## config.mk

```make
export PLATFORM = sky130hd
export DESIGN_NAME = mux_rr_stream
export DESIGN_NICKNAME = d
export VERILOG_FILES = /design/src/rtl/mux_rr_stream.sv
export SDC_FILE = /design/constraint.sdc
export NUM_CORES = 1
export LEC_CHECK = 0
export ABC_CLOCK_PERIOD_IN_PS = 2190
export CAP_MARGIN = 30
export CORE_MARGIN = 2
export CORE_UTILIZATION = 34
export CTS_BUF_LIST = sky130_fd_sc_hd__clkbuf_16
export CTS_CLUSTER_SIZE = 12
export DETAILED_ROUTE_END_ITERATION = 10
export PLACE_DENSITY = 0.83
export SLEW_MARGIN = 20
export SYNTH_ARGS = -nofsm -noshare
export SYNTH_HDL_FRONTEND = slang
export SYNTH_SLANG_ARGS = --single-unit
```

## constraint.sdc

```tcl
create_clock -name CLK -period 2.19 [get_ports CLK]
set_input_delay 0.3285 -clock CLK [delete_from_list [all_inputs] [get_ports CLK]]
set_output_delay 0.3285 -clock CLK [all_outputs]
set_load 0.02 [all_outputs]
```

## src/rtl/mux_rr_stream.sv

```systemverilog
// mux_rr_stream: N-channel valid/ready stream mux with a registered output stage and either
// fixed-select or round-robin arbitration. Define MUX_RR_STALL_CNT_EN to add the STALL_CNT port.
module mux_rr_stream #(
   parameter int WIDTH    = 8,
   parameter int CHANNELS = 4,
   parameter int SEL_W    = 2
) (
   input  logic                      CLK,
   input  logic                      RST_N,
   input  logic [CHANNELS*WIDTH-1:0] IN_DATA,
   input  logic [CHANNELS-1:0]       IN_VALID,
   output logic [CHANNELS-1:0]       IN_READY,
   input  logic                      MODE,
   input  logic [SEL_W-1:0]          SEL,
   output logic [WIDTH-1:0]          OUT_DATA,
   output logic                      OUT_VALID,
   input  logic                      OUT_READY,
   output logic [SEL_W-1:0]          OUT_CH
`ifdef MUX_RR_STALL_CNT_EN
   ,
   output logic [15:0]               STALL_CNT
`endif
);

   logic [WIDTH-1:0]      out_data_q, out_data_d;
   logic                  out_valid_q, out_valid_d;
   logic [SEL_W-1:0]      out_ch_q, out_ch_d;
   logic [SEL_W-1:0]      ptr_q, ptr_d;

   logic                  ld;
   logic                  cand_vld;
   logic [SEL_W-1:0]      cand;
   logic [CHANNELS-1:0]   grant_vec;
   logic                  xfer;
   logic [WIDTH-1:0]      sel_data;
   logic [2*CHANNELS-1:0] valid_rot;

   function automatic int rr_idx(input logic [SEL_W-1:0] base, input int offs);
      int idx;
      idx = int'(base) + offs;
      if (idx >= CHANNELS) idx = idx - CHANNELS;
      return idx;
   endfunction

   assign ld = !out_valid_q || OUT_READY;

   // Bit j of the rotated vector is channel (PTR + j) mod CHANNELS.
   assign valid_rot = {IN_VALID, IN_VALID} >> ptr_q;

   // NOTE: every signal gets a default before any branch so no latch is inferred.
   always_comb begin
      cand     = '0;
      cand_vld = 1'b0;
      if (!MODE) begin
         if (int'(SEL) < CHANNELS) begin
            cand     = SEL;
            cand_vld = 1'b1;
         end
      end else begin
         // Walk backwards so the valid channel nearest PTR is written last and wins.
         for (int j = CHANNELS - 1; j >= 0; j--) begin
            if (valid_rot[j]) begin
               cand     = SEL_W'(rr_idx(ptr_q, j));
               cand_vld = 1'b1;
            end
         end
      end
   end

   always_comb begin
      grant_vec = '0;
      for (int i = 0; i < CHANNELS; i++) begin
         grant_vec[i] = ld && cand_vld && (int'(cand) == i);
      end
   end

   assign IN_READY = grant_vec;
   assign xfer     = |(IN_VALID & grant_vec);

   always_comb begin
      sel_data = '0;
      for (int i = 0; i < CHANNELS; i++) begin
         if (grant_vec[i]) sel_data = IN_DATA[i*WIDTH +: WIDTH];
      end
   end

   always_comb begin
      out_data_d  = out_data_q;
      out_valid_d = out_valid_q;
      out_ch_d    = out_ch_q;
      ptr_d       = ptr_q;
      if (xfer) begin
         out_data_d  = sel_data;
         out_ch_d    = cand;
         out_valid_d = 1'b1;
         if (MODE) ptr_d = (int'(cand) == CHANNELS - 1) ? '0 : cand + SEL_W'(1);
      end else if (OUT_READY) begin
         out_valid_d = 1'b0;
      end
   end

   // NOTE: state flops use non-blocking assignments so all of them update together at the edge.
   always_ff @(posedge CLK or negedge RST_N) begin
      if (!RST_N) begin
         out_data_q  <= '0;
         out_valid_q <= 1'b0;
         out_ch_q    <= '0;
         ptr_q       <= '0;
      end else begin
         out_data_q  <= out_data_d;
         out_valid_q <= out_valid_d;
         out_ch_q    <= out_ch_d;
         ptr_q       <= ptr_d;
      end
   end

   assign OUT_DATA  = out_data_q;
   assign OUT_VALID = out_valid_q;
   assign OUT_CH    = out_ch_q;

`ifdef MUX_RR_STALL_CNT_EN
   logic [15:0] stall_cnt_q, stall_cnt_d;

   always_comb begin
      stall_cnt_d = stall_cnt_q;
      if (out_valid_q && !OUT_READY && stall_cnt_q != 16'hFFFF) stall_cnt_d = stall_cnt_q + 16'd1;
   end

   always_ff @(posedge CLK or negedge RST_N) begin
      if (!RST_N) stall_cnt_q <= '0;
      else        stall_cnt_q <= stall_cnt_d;
   end

   assign STALL_CNT = stall_cnt_q;
`endif

endmodule
```

==> flow_summary.ini <==
[logic_synthesis]
ys_ff_latch = 13
synth_nets = 163
yosysTopAreaCell = dfrtp_1
ys_seq_area_frac = 0.328
synth.distinct_cells = 36
syn_inst = 117
synth_top_area_share = 0.328
netlist_area_um2 = 992
synthTopCellsByArea = dfrtp_1 33%, a221oi_1 7.1%, nor2b_1 5.7%
avgSynthCellArea_um2 = 8.48
ys_warn_count = 0

[worst_setup_path]
critPathKind = reg -> reg
required_ns = 2.31
worstSetupEndpointType = flip-flop
crit_chain = inv_4 > a211oi_4 > o21bai_2 > a31oi_4 > inv_2 > ha_4 > buf_6 > a22oi_2 > nand2_1 > nand2_4 > mux2_4
crit_fanout = 8
crit_slowest_cell = dfrtp_2
arrival_ns = 2.52
cpPeakStageDelay_ns = 0.47
critPathLaunchType = flip-flop

[grt]
grt_use_met3 = 0.0603
grt_max_degree = 17
antenna_found_initial = 0
gr-total-overflow = 0
grt_pass1_wl_um = 5750
use_met2 = 0.416
gr-usage-all-layers = 0.222
grt-busiest-layer = met2
use_met1 = 0.244
first_global_vias = 1322

[detailed_routing]
drc = 0
dr.pass1.iters = 4
num_vias = 1291
wl_um = 4230
antenna_left = 0
viasPerCell = 5.54
drtIter0Drc = 25
wl_per_cell_um = 18.1

[placement]
placed_cell_area_mm2 = 0.00171
dp_hpwl_um = 2690
gp_congestion = 0.785
port_buffers = 56

[pwr]
peakVddDrop_v = 0.00117
p_per_area_mw_per_mm2 = 1130
power_leakage_nw = 0.898
fin_total_pwr_w = 0.00248

[cells_and_area]
stdcell_area_mm2 = 0.00218
drive_gt1_frac = 0.431
fill_cells = 177
nets = 249
layout_commonest_cell = clkdlybuf4s50_1
diodes = 0
areaGrowthSynthToFinish_pct = 120
mostFrequentLayoutCells = 47 x clkdlybuf4s50_1, 24 x buf_4, 12 x dfrtp_1, 10 x nand2_1

[die]
die_height_um = 58.0
start_util = 0.360
io_pins = 57
die-area_mm2 = 0.00337
rows = 19
die_w_um = 58.0
coreArea_mm2 = 0.00276

[timing]
rsz0062_at_grt = true
slew_headroom = 0.603
fmax_ghz = 0.417
setup_tns_ns = -2.16
drv_slew = 0
tightest_slew_ns = 0.594
finClkSkew_ns = 0.00221
setup_viol = 16
fin_ws_ns = -0.208
hold_viol = 0
fin_crit_ns = 2.40
post-route-period-util = 1.10

[clock_network]
clockBufferDepth = 2
clk_pin_slew_ns = 0.04
tritoncts = done
cts_htree_levels = 1
cts_inserted_buffers = 3
cts.sinks = 13
root_buffer = clkbuf_16
clk-insertion-delay-late_ns = 0.24

[outcome]
status = complete, but fails checks
failed_checks = setup timing

[hold_path]
hp-class = in -> async

[job]
max_cap_viol_count = 0
worst max-delay path: cells and delay by family, from the launching register on:
family	cells	cell delay [ns]
simple gates	2	0.27
buf+inv	3	0.29
flops	1	0.47
compound gates	4	0.75
mux	1	0.31
fa+ha+maj	1	0.18
final cells by class:
class	count	area (um2)	share of cell area
inverters	5	23.8	0.0109
clock inverters	1	3.75	0.00172
well taps	31	38.8	0.0178
multi-input cells	91	851	0.390
flip-flops and latches	13	327	0.150
repair buffers	89	865	0.396
clock buffers	3	75.1	0.0344
cells in the mapped netlist (all sizes together):
cell type,instances
o32a,1
a221oi,8
a21oi,11
nand2b,2
a211oi,1
and2,4
o211ai,1
nor2b,9
a31oi,2
o221ai,1
nand3,1
o21bai,1
dfrtp,13
a22oi,2
nor3,8
clkbuf,4
a32oi,1
nand2,13
ha,4
o21ai,9
nand3b,1
buf,4
a21boi,2
nor4,2
and3,1
inv,5
mux2,3
nor2,3
metrics by stage:
stage                     utilization  hold WS [ns]  worst slack [ns]  instances
after detailed placement        0.619         0.476            -0.791        216
after floorplan                     -        0.0329           -0.0243        117
after global placement          0.619         0.470            -0.656        216
after CTS                       0.693         0.483           -0.0879        224
final                           0.792         0.468            -0.208        233
after global routing            0.792         0.519            -0.263        233
final timing paths:
check                             from          end  slack, ns  cells after the start
min in group CLK           OUT_DATA[3]  OUT_DATA[3]       0.49                      2
max in group asynchronous        RST_N     ptr_q[1]       1.30                      1
setup reg to reg              ptr_q[1]    OUT_CH[0]      -0.21                     11
hold / removal                   RST_N  OUT_DATA[2]       0.47                      1
setup / recovery              ptr_q[1]    OUT_CH[0]      -0.21                     11
hold reg to reg            OUT_DATA[3]  OUT_DATA[3]       0.49                      2
timing repair:
item,CTS,global route
hold buffers,0,0
gates cloned,0,1
setup buffers,4,9
resized for setup,51,44
pin swaps,9,11
endpoints found under the setup margin,17,17
flip-flops by register name, indices dropped and copies added, names as in the netlist:
| register | flops |
|---|---|
| ptr_q | 2 |
| OUT_DATA | 8 |
| OUT_VALID | 1 |
| OUT_CH | 2 |
layer usage:
layer  share of wire  up-vias
met2            0.54       68
met4           0.048        0
met3           0.072       16
li1                -      597
met5               0        -
met1            0.34      610
logic make-up (layout without fill, tap and decap cells):
family	count (synthesis)	in the layout	share of synthesized area
AND/OR/NAND/NOR	44	44	0.242
AO/OA/AOI/OAI	40	40	0.280
adder cells (fa/ha/maj)	4	4	0.0504
flip-flops	13	13	0.328
buffers and inverters	13	98	0.0618
multiplexers	3	3	0.0378
where the power goes:
group          internal, W  leakage, nW  switching (W)
Clock             0.000240       0.0423      0.0000977
Sequential        0.000355        0.159       0.000105
Combinational     0.000897        0.697       0.000782
Total              0.00149        0.898       0.000984
Note: power is estimated with default switching activity, not from simulation.
